### src/rtl/meas_spi_regs_if.sv
// 4-wire SPI bus between the host (master) and the measurement register slave.
interface meas_spi_regs_if;
  logic spi_cs_n;
  logic spi_sclk;
  logic spi_mosi;
  logic spi_miso;

  modport master (output spi_cs_n, output spi_sclk, output spi_mosi, input spi_miso);
  modport slave (input spi_cs_n, input spi_sclk, input spi_mosi, output spi_miso);
endinterface

### src/rtl/meas_spi_regs.sv
// Measurement result registers behind an oversampled SPI mode-0 slave.
// Counts are shadowed on meas_valid and snapshotted at frame start so every
// read frame is coherent. Optional macro MEAS_SPI_WR_EN enables writes to the
// control register at 0x10; without it the control outputs stay at CTRL_RST.
module meas_spi_regs #(
  parameter logic [7:0]  DEVICE_ID   = 8'h54,
  parameter int unsigned SYNC_STAGES = 2,
  parameter logic [7:0]  CTRL_RST    = 8'h01
) (
  input  logic           sys_clk,
  input  logic           sys_rst_n,
  input  logic           meas_valid,
  input  logic [31:0]    freq_cnt,
  input  logic [31:0]    ref_cnt,
  input  logic [31:0]    high_cnt,
  output logic           meas_en,
  output logic [1:0]     gate_sel,
  meas_spi_regs_if.slave spi
);

  typedef enum logic [1:0] {StIdle, StCmd, StRd, StWr} state_e;
  state_e state_q, state_d;

  logic [SYNC_STAGES-1:0] cs_sync_q, sclk_sync_q, mosi_sync_q;
  logic cs_prev_q, sclk_prev_q;
  logic cs_s, sclk_s, mosi_s;
  logic cs_fall, cs_rise, sclk_rise, sclk_fall;

  logic [2:0]  bit_cnt_q;
  logic [6:0]  rx_q, addr_q, rd_addr;
  logic [7:0]  tx_q, rx_byte, rd_data;
  logic        miso_q, rd_cnt_q, rd_stat_q, valid_seen_q;
  logic        frame_start, frame_end, byte_done;
  logic [31:0] freq_sh_q, ref_sh_q, high_sh_q, freq_sn_q, ref_sn_q, high_sn_q;
  logic        new_q, ovr_q;
  logic [1:0]  status_sn_q;
  logic [2:0]  ctrl;

  // Pin synchronizers; chains reset low so a frame in progress at reset is never decoded
  always_ff @(posedge sys_clk or negedge sys_rst_n) begin
    if (!sys_rst_n) begin
      cs_sync_q   <= '0;
      sclk_sync_q <= '0;
      mosi_sync_q <= '0;
      cs_prev_q   <= 1'b0;
      sclk_prev_q <= 1'b0;
    end else begin
      cs_sync_q   <= {cs_sync_q[SYNC_STAGES-2:0], spi.spi_cs_n};
      sclk_sync_q <= {sclk_sync_q[SYNC_STAGES-2:0], spi.spi_sclk};
      mosi_sync_q <= {mosi_sync_q[SYNC_STAGES-2:0], spi.spi_mosi};
      cs_prev_q   <= cs_s;
      sclk_prev_q <= sclk_s;
    end
  end

  assign cs_s      = cs_sync_q[SYNC_STAGES-1];
  assign sclk_s    = sclk_sync_q[SYNC_STAGES-1];
  assign mosi_s    = mosi_sync_q[SYNC_STAGES-1];
  assign cs_fall   = cs_prev_q & ~cs_s;
  assign cs_rise   = ~cs_prev_q & cs_s;
  assign sclk_rise = ~sclk_prev_q & sclk_s;
  assign sclk_fall = sclk_prev_q & ~sclk_s;

  // FSM state register
  always_ff @(posedge sys_clk or negedge sys_rst_n) begin
    if (!sys_rst_n) state_q <= StIdle;
    else            state_q <= state_d;
  end

  // FSM next state and frame/byte strobes; cs_n rise takes priority over sclk
  always_comb begin
    state_d     = state_q;
    frame_start = 1'b0;
    frame_end   = 1'b0;
    byte_done   = 1'b0;
    rx_byte     = {rx_q, mosi_s};
    unique case (state_q)
      StIdle: begin
        if (cs_fall) begin
          state_d     = StCmd;
          frame_start = 1'b1;
        end
      end
      StCmd, StRd, StWr: begin
        if (cs_rise) begin
          state_d   = StIdle;
          frame_end = 1'b1;
        end else if (sclk_rise && bit_cnt_q == 3'd7) begin
          byte_done = 1'b1;
          if (state_q == StCmd) state_d = rx_byte[7] ? StRd : StWr;
        end
      end
      default: state_d = StIdle;
    endcase
  end

  // Byte after the one in flight: command address, or auto-incremented (wraps at 0x7F)
  assign rd_addr = (state_q == StCmd) ? rx_byte[6:0] : addr_q + 7'd1;

  // Read mux; in-frame data comes only from the snapshot
  always_comb begin
    rd_data = 8'h00;
    case (rd_addr)
      7'h00:   rd_data = DEVICE_ID;
      7'h01:   rd_data = freq_sn_q[31:24];
      7'h02:   rd_data = freq_sn_q[23:16];
      7'h03:   rd_data = freq_sn_q[15:8];
      7'h04:   rd_data = freq_sn_q[7:0];
      7'h05:   rd_data = ref_sn_q[31:24];
      7'h06:   rd_data = ref_sn_q[23:16];
      7'h07:   rd_data = ref_sn_q[15:8];
      7'h08:   rd_data = ref_sn_q[7:0];
      7'h09:   rd_data = high_sn_q[31:24];
      7'h0A:   rd_data = high_sn_q[23:16];
      7'h0B:   rd_data = high_sn_q[15:8];
      7'h0C:   rd_data = high_sn_q[7:0];
      7'h0D:   rd_data = {6'd0, status_sn_q};
      7'h10:   rd_data = {5'd0, ctrl};
      default: rd_data = 8'h00;
    endcase
  end

  // Shift logic: sample MOSI on rise, drive MISO on fall, track which registers were read
  always_ff @(posedge sys_clk or negedge sys_rst_n) begin
    if (!sys_rst_n) begin
      bit_cnt_q <= 3'd0;
      rx_q      <= 7'd0;
      addr_q    <= 7'd0;
      tx_q      <= 8'd0;
      miso_q    <= 1'b0;
      rd_cnt_q  <= 1'b0;
      rd_stat_q <= 1'b0;
    end else if (frame_start) begin
      bit_cnt_q <= 3'd0;
      miso_q    <= 1'b0;
      rd_cnt_q  <= 1'b0;
      rd_stat_q <= 1'b0;
    end else if (frame_end) begin
      miso_q <= 1'b0;
    end else if (state_q != StIdle) begin
      if (sclk_rise) begin
        rx_q      <= rx_byte[6:0];
        bit_cnt_q <= bit_cnt_q + 3'd1;
      end
      if (byte_done) begin
        addr_q <= rd_addr;
        tx_q   <= rd_data;
        if (state_q == StRd) begin
          if (addr_q >= 7'h01 && addr_q <= 7'h0C) rd_cnt_q <= 1'b1;
          if (addr_q == 7'h0D) rd_stat_q <= 1'b1;
        end
      end
      if (sclk_fall) begin
        if (state_q == StRd) begin
          miso_q <= tx_q[7];
          tx_q   <= {tx_q[6:0], 1'b0};
        end else begin
          miso_q <= 1'b0;
        end
      end
    end
  end

  // Shadows follow meas_valid; snapshot captures pre-strobe shadows at frame start
  always_ff @(posedge sys_clk or negedge sys_rst_n) begin
    if (!sys_rst_n) begin
      freq_sh_q   <= '0;
      ref_sh_q    <= '0;
      high_sh_q   <= '0;
      freq_sn_q   <= '0;
      ref_sn_q    <= '0;
      high_sn_q   <= '0;
      status_sn_q <= '0;
    end else begin
      if (meas_valid) begin
        freq_sh_q <= freq_cnt;
        ref_sh_q  <= ref_cnt;
        high_sh_q <= high_cnt;
      end
      if (frame_start) begin
        freq_sn_q   <= freq_sh_q;
        ref_sn_q    <= ref_sh_q;
        high_sn_q   <= high_sh_q;
        status_sn_q <= {ovr_q, new_q};
      end
    end
  end

  // Status flags; a strobe always wins over the end-of-frame clear
  always_ff @(posedge sys_clk or negedge sys_rst_n) begin
    if (!sys_rst_n) begin
      new_q        <= 1'b0;
      ovr_q        <= 1'b0;
      valid_seen_q <= 1'b0;
    end else begin
      if (frame_start)                            valid_seen_q <= meas_valid;
      else if (meas_valid && state_q != StIdle)   valid_seen_q <= 1'b1;
      if (frame_end && rd_cnt_q && !valid_seen_q) new_q <= 1'b0;
      if (frame_end && rd_stat_q)                 ovr_q <= 1'b0;
      if (meas_valid) begin
        new_q <= 1'b1;
        if (new_q) ovr_q <= 1'b1;
      end
    end
  end

`ifdef MEAS_SPI_WR_EN
  logic [2:0] ctrl_q;

  // Control register, written by a completed data byte addressed to 0x10
  always_ff @(posedge sys_clk or negedge sys_rst_n) begin
    if (!sys_rst_n) ctrl_q <= CTRL_RST[2:0];
    else if (byte_done && state_q == StWr && addr_q == 7'h10) ctrl_q <= rx_byte[2:0];
  end

  assign ctrl = ctrl_q;
`else
  assign ctrl = CTRL_RST[2:0];
`endif

  assign meas_en      = ctrl[0];
  assign gate_sel     = ctrl[2:1];
  assign spi.spi_miso = miso_q;

endmodule

### src/flat_wrapper.sv
// flat-port wrapper written by rule: the top's interface ports become plain ports
module meas_spi_regs_flat 
#(
  parameter logic [7:0]  DEVICE_ID   = 8'h54,
  parameter int unsigned SYNC_STAGES = 2,
  parameter logic [7:0]  CTRL_RST    = 8'h01
)
  (sys_clk, sys_rst_n, meas_valid, freq_cnt, ref_cnt, high_cnt, meas_en, gate_sel, spi_spi_cs_n, spi_spi_sclk, spi_spi_mosi, spi_spi_miso);
  meas_spi_regs_if spi_i ();
  input  logic sys_clk;
  input  logic sys_rst_n;
  input  logic meas_valid;
  input  logic [31:0] freq_cnt;
  input  logic [31:0] ref_cnt;
  input  logic [31:0] high_cnt;
  output logic meas_en;
  output logic [1:0] gate_sel;
  input wire logic [$bits(spi_i.spi_cs_n)-1:0] spi_spi_cs_n;
  input wire logic [$bits(spi_i.spi_sclk)-1:0] spi_spi_sclk;
  input wire logic [$bits(spi_i.spi_mosi)-1:0] spi_spi_mosi;
  output wire logic [$bits(spi_i.spi_miso)-1:0] spi_spi_miso;
  assign spi_i.spi_cs_n = spi_spi_cs_n;
  assign spi_i.spi_sclk = spi_spi_sclk;
  assign spi_i.spi_mosi = spi_spi_mosi;
  assign spi_spi_miso = spi_i.spi_miso;
  meas_spi_regs #(.DEVICE_ID(DEVICE_ID), .SYNC_STAGES(SYNC_STAGES), .CTRL_RST(CTRL_RST)) u_core (.sys_clk(sys_clk), .sys_rst_n(sys_rst_n), .meas_valid(meas_valid), .freq_cnt(freq_cnt), .ref_cnt(ref_cnt), .high_cnt(high_cnt), .meas_en(meas_en), .gate_sel(gate_sel), .spi(spi_i));
endmodule
### config.mk
export PLATFORM = sky130hd
export DESIGN_NAME = meas_spi_regs_flat
export DESIGN_NICKNAME = d
export VERILOG_FILES = /design/src/rtl/meas_spi_regs_if.sv /design/src/rtl/meas_spi_regs.sv /design/src/flat_wrapper.sv
export SDC_FILE = /design/constraint.sdc
export NUM_CORES = 1
export LEC_CHECK = 0
export CELL_PAD_IN_SITES_DETAIL_PLACEMENT = 1
export CELL_PAD_IN_SITES_GLOBAL_PLACEMENT = 1
export CORE_UTILIZATION = 50
export DETAILED_ROUTE_END_ITERATION = 8
export PLACE_DENSITY_LB_ADDON = 0.2
export SLEW_MARGIN = 0
export SYNTH_ARGS = -nofsm -noshare
export SYNTH_HDL_FRONTEND = slang
export SYNTH_SLANG_ARGS = --single-unit
export TNS_END_PERCENT = 50
### constraint.sdc
create_clock -name sys_clk -period 7.2 [get_ports sys_clk]
set_input_delay 1.08 -clock sys_clk [delete_from_list [all_inputs] [get_ports sys_clk]]
set_output_delay 1.08 -clock sys_clk [all_outputs]
set_load 0.02 [all_outputs]
# Word-level counts from Yosys, hierarchy flattened
# Index checks and enable logic that the tools add are counted.
classes:
  n_reduce_logical: 29
  magnitude_cmp: 2
  mux: 46
  n_addsub: 2
  bitwise_logic: 10
  n_eq_ne: 23
ops:
  columns: ["operator", "count"]
  rows:
  - ["case mux 8 bit (15 select lines)", 1]
  - ["== test 7 x 4 -> 1 bit (second input constant)", 7]
  - ["two-way mux 1 bit", 32]
  - ["== test 7 x 3 -> 1 bit (second input constant)", 4]
  - ["two-way mux 8 bit", 3]
  - ["nonzero test 2 bit", 9]
  - ["== test 7 x 2 -> 1 bit (second input constant)", 2]
  - ["two-way mux 3 bit", 4]
  - ["AND reduction 5 bit", 2]
  - ["AND reduction 3 bit", 3]
  - ["two-way mux 2 bit", 4]
  - ["AND reduction 4 bit", 2]
  - ["adder 7 x 1 -> 7 bit (second input constant)", 1]
  - ["== test 7 x 1 -> 1 bit (second input constant)", 1]
  - ["== test 7 x 5 -> 1 bit (second input constant)", 1]
  - [">= comparator 7 x 1 -> 1 bit (second input constant)", 1]
  - ["less-or-equal comparator 7 x 4 -> 1 bit (second input constant)", 1]
  - ["logical NOT 7 bit", 1]
  - ["two-way mux 7 bit", 1]
  - ["logical AND 1 bit", 6]
  - ["inequality test 3 x 1 -> 1 bit (second input constant)", 2]
  - ["inverter 1 bit", 6]
  - ["nonzero test 3 bit", 2]
  - ["AND 1 bit", 4]
  - ["other kinds (10)", 12]
totals:
  elab_cells: 135
  inputBits: 102
  ff_bits: 235
  output_inout_bits: 4

# Logic depth before layout (Yosys ltp)
depth:
  word_depth: 10
  depth_mapped: 11
  ltp_nobuf: 8

# Worst setup path before layout
# No wires, ideal clock.
synth_timing:
  kind: "flip-flop to flip-flop"
  start: "register u_core.addr_q[0]"
  end: "register u_core.tx_q[7]"
  setup_ns: 0.126
  stages_incl_launch_ff: 9
  period_less_slack_ns: 2.418
  path_buffers: 0
  t_arrival_ns: 2.292
  slack_ns: 4.782
  required_ns: 7.074
  path_cell_list: "dfrtp_1 -> ha_1 -> xor2_1 -> nor3_1 -> o311ai_4 -> inv_2 -> a311o_1 -> or3_1 -> o32a_1"
synth_via:
  elab_chain_cells: 7
  elab_cells_between_ends: 21
  cone_classes: "add/sub (1); eq/ne (14); mux (5); reduce/logical (1)"
synth_rtl:
  columns: ["item", "line_no", "rtl"]
  rows:
  - ["from (decl)", "meas_spi_regs.sv:30", "logic [6:0] rx_q, addr_q, rd_addr;"]
  - ["from (signal assigned)", "meas_spi_regs.sv:146", "addr_q <= rd_addr;"]
  - ["adder 7 x 1 -> 7 bit (*)", "meas_spi_regs.sv:98", "assign rd_addr = (state_q == StCmd) ? rx_byte[6:0] : addr_q + 7'd1;"]
  - ["two-way mux 7 bit (*)", "meas_spi_regs.sv:98", null]
  - ["== test 7 x 5 -> 1 bit, or another cell as far along", "meas_spi_regs.sv:103", "case (rd_addr)"]
  - ["case mux 8 bit (15 select lines) (*)", "meas_spi_regs.sv:103", null]
  - ["two-way mux 8 bit (*)", "meas_spi_regs.sv:145", "if (byte_done) begin"]
  - ["two-way mux 8 bit", "meas_spi_regs.sv:154", "if (state_q == StRd) begin"]
  - ["two-way mux 8 bit (*)", "meas_spi_regs.sv:153", "if (sclk_fall) begin"]
  - ["to (signal assigned)", "meas_spi_regs.sv:147", "tx_q <= rd_data;"]
  - ["to (signal assigned)", "meas_spi_regs.sv:156", "tx_q <= {tx_q[6:0], 1'b0};"]
  - ["to (decl)", "meas_spi_regs.sv:31", "logic [7:0] tx_q, rx_byte, rd_data;"]
# Every way passes the cells marked *; elsewhere a longest branch is shown, timed or not.
# A chain may end at the register's enable or synchronous reset.

# Worst setup path after layout
layout_timing:
  start: "register u_core.state_q[0]"
  end: "register u_core.tx_q[6]"
layout_via:
  elab_chain_cells: 7
  elab_cells_between_ends: 32
  cone_classes: "eq/ne (17); mux (8); bitwise (2); reduce/logical (5)"
layout_rtl:
  columns: ["item", "line_no", "rtl"]
  rows:
  - ["from (decl)", "meas_spi_regs.sv:22", "state_e state_q, state_d;"]
  - ["from (signal assigned)", "meas_spi_regs.sv:66", "if (!sys_rst_n) state_q <= StIdle;"]
  - ["from (signal assigned)", "meas_spi_regs.sv:67", "else state_q <= state_d;"]
  - ["== test 2 x 1 -> 1 bit", "meas_spi_regs.sv:77, meas_spi_regs.sv:98", null]
  - ["two-way mux 7 bit", "meas_spi_regs.sv:98", null]
  - ["== test 7 x 5 -> 1 bit, or another cell as far along", "meas_spi_regs.sv:103", null]
  - ["case mux 8 bit (15 select lines)", "meas_spi_regs.sv:103", null]
  - ["two-way mux 8 bit", "meas_spi_regs.sv:145", null]
  - ["two-way mux 8 bit", "meas_spi_regs.sv:154", null]
  - ["two-way mux 8 bit", "meas_spi_regs.sv:153", null]
# Several ways; a longest one is shown, not always the timed one.

==> out/qor.csv <==
metric,value,unit
status,completed,
path_max_fanout,15,
slowest_stage,a211oi_2,
avgSynthCellArea,13.7,um2
hold_start,u_core.mosi_sync_q[0]$_DFF_PN0_,
reg2reg_from,u_core.state_q[0]$_DFFE_PN0P_,
rsz0062_at_grt,no,
post-cts-setup-buffers,0,
grt-ovfl-total,0,
hpwl,18700,um
post-place-cells,1071,
ys_warn_count,0,
num_rows,51,
ir_worst_vdd,0.226,mV
synth.top_cell.area_share,0.583,
min_path_type,reg -> reg,
cp_top_family,compound AO/OA/AOI/OAI gates,
numCtsBuffers,25,
slew_headroom,0.112,
finalSetupTns,0,ns
start_util,0.515,
synthArstFlopShare,1.00,
ios,106,
power.leakage,5.00,nW
antenna_found_initial,0,
drcViolationCount,0,
finalSetupViolations,0,
clock_path_buffers,3,
synth.distinct_cells,65,
cp.required,7.63,ns
fin_crit,3.50,ns
cpPeakStageDelay,0.95,ns
grt_usage,0.283,
synth_area_leader_cell,dfrtp_1,
synth_ff_type,dfrtp_1,
cts_tree,built,
num_vias,6582,
fin_util,0.619,
fin_nets,940,
drt_wl_total,28000,um
clockRootBuffer,clkbuf_16,
vias_per_cell,5.90,
synth_edf_count,0,
syn_inst,738,
post_drt_wl_per_cell,25.1,um
arrival,3.94,ns
die_w,144,um
path_cells,nand2b_1 > mux2_4 > a211oi_2 > nand2_1 > o22ai_1 > a31oi_1 > a32oi_1,
ys_ff_latch,235,
crit_path_start_kind,flip-flop,
fillCellCount,1849,
clkLatencyLatePin,0.53,ns
finalHoldViolCount,0,
antenna_cells,0,
dr.pass1.iters,5,
grt_start_max_net_pins,131,
fmaxAchievable,286,MHz
clock-sinks,235,
period_share,0.486,
grt_pass1_vias,7422,
io_buffers,102,
coreArea,0.0196,mm2
grt_pass1_wl,43500,um
htree_levels,1,
layoutNonFillerInstCount,1115,
powerDensity,304,mW/mm2
cts_hold_buffers,0,
maxCapViolCount,0,
drive_gt1_frac,0.307,
fin_ws,3.70,ns
drtIter0Drc,395,
die_h,144,um
tightest_slew,1.33,ns
die_area,0.0207,mm2
crit_type,reg -> reg,
worst-path-buf-inv,0,
finClkSkew,0.0146,ns
gp_congestion,0.900,
drv_slew,0,
area_growth,20.4,%
cts_resized,0,
dp_slack,3.71,ns
critPathCaptureType,flip-flop,
critPathLaunch,u_core.state_q[0]$_DFFE_PN0P_,
final_antenna_net_count,0,
clk_pin_slew_worst_paths,0.06,ns
seq_area_frac_synth,0.583,
syn_area,0.0101,mm2
synth_top_cells_by_area,"dfrtp_1 (58%), mux2_2 (22%), a22oi_1 (1.9%), a21oi_1 (1.2%), nand2_1 (0.93%)",
layout make-up:
type	instances	area, um2	area share
well taps	265	332	0.0273
clock buffers	36	707	0.0583
repair buffers	109	1090	0.0897
multi-input cells	455	3980	0.328
flip-flops and latches	235	5880	0.485
clock inverters	8	121	0.0100
inverters	7	26.3	0.00217
per-stage QoR:
step	area (um2)	total power [mW]	hold WS, ns
2_1_floorplan	10100	2.07	0.331
3_3_place_gp	11300	2.33	0.332
3_5_place_dp	11300	2.37	0.349
4_1_cts	12100	3.71	0.363
5_1_grt	12100	3.83	0.373
6_report	12100	3.69	0.366
metal layers:
layer / vias up / share of wire / global-route usage
met2: 188 / 0.50 / 0.488
met4: 0 / 0.034 / 0.0946
met3: 61 / 0.045 / 0.0424
li1: 2897 / - / -
met5: - / 0 / 0
met1: 3436 / 0.42 / 0.365
final timing paths:
path,to,slack (ns),cells past startpoint
worst min register to register,u_core.mosi_sync_q[1]$_DFF_PN0_,0.37,0
worst min-delay path,u_core.mosi_sync_q[1]$_DFF_PN0_,0.37,0
min in group asynchronous,u_core.freq_sh_q[19]$_DFFE_PN0P_,0.57,1
max in group asynchronous,u_core.high_sh_q[10]$_DFFE_PN0P_,5.47,2
worst max register to register,u_core.tx_q[6]$_DFFE_PN0P_,3.70,7
worst max-delay path,u_core.tx_q[6]$_DFFE_PN0P_,3.70,7
cell usage in the layout (no fill, tap or decap), types with 7 or more instances in the layout:
master,count
a21oi_1,24
a22o_1,7
a22oi_1,25
buf_4,7
clkbuf_1,7
clkbuf_16,25
clkdlybuf4s50_1,100
dfrtp_1,235
mux2_2,201
mux2i_1,8
nand2_1,25
nand3_1,9
nor2_1,24
nor3_1,8
o21ai_0,16
state kept, by name (all words and copies together), names as in the netlist, 3 cells and up:
register          cells
u_core.freq_sn_q     32
u_core.high_sn_q     32
u_core.addr_q         7
u_core.bit_cnt_q      3
u_core.ref_sn_q      32
u_core.rx_q           7
u_core.tx_q           8
u_core.freq_sh_q     32
u_core.ref_sh_q      32
u_core.high_sh_q     32
where the power goes:
group | switching (mW) | total (mW) | internal (mW)
combinational | 0.301 | 0.622 | 0.322
sequential | 0.196 | 1.74 | 1.55
clock | 0.534 | 1.32 | 0.788
total | 1.03 | 3.69 | 2.66
synth_stat cells (4+ instances only):
| cell type | number |
|---|---|
| nand2_1 | 25 |
| a31oi_1 | 4 |
| ha_1 | 5 |
| nor3_1 | 8 |
| nand3_1 | 9 |
| a22oi_1 | 25 |
| mux2_2 | 201 |
| o21ai_0 | 16 |
| a21oi_1 | 24 |
| a211oi_2 | 4 |
| clkbuf_1 | 24 |
| dfrtp_1 | 235 |
| nor4_1 | 6 |
| nand2b_1 | 4 |
| mux2i_1 | 8 |
| and2_1 | 5 |
| a22o_1 | 7 |
| o22ai_1 | 6 |
| nor2_1 | 24 |
| inv_1 | 6 |
| a222oi_1 | 5 |
| buf_2 | 13 |
| a21o_1 | 4 |
kinds of logic (layout without fill, tap and decap cells):
| kind of cell | Yosys count | in the layout | share of synthesized area |
|---|---|---|---|
| adders and majority gates | 5 | 5 | 0.00621 |
| buffers and inverters | 49 | 160 | 0.0225 |
| and+or+nand+nor | 99 | 99 | 0.0489 |
| DFF | 235 | 235 | 0.583 |
| xor gates and xnor gates | 4 | 4 | 0.00422 |
| AOI/OAI and AO/OA | 133 | 133 | 0.0989 |
| other | 2 | 3 | 0.000745 |
| muxes | 211 | 211 | 0.235 |
Note: power is estimated with default switching activity, not from simulation.
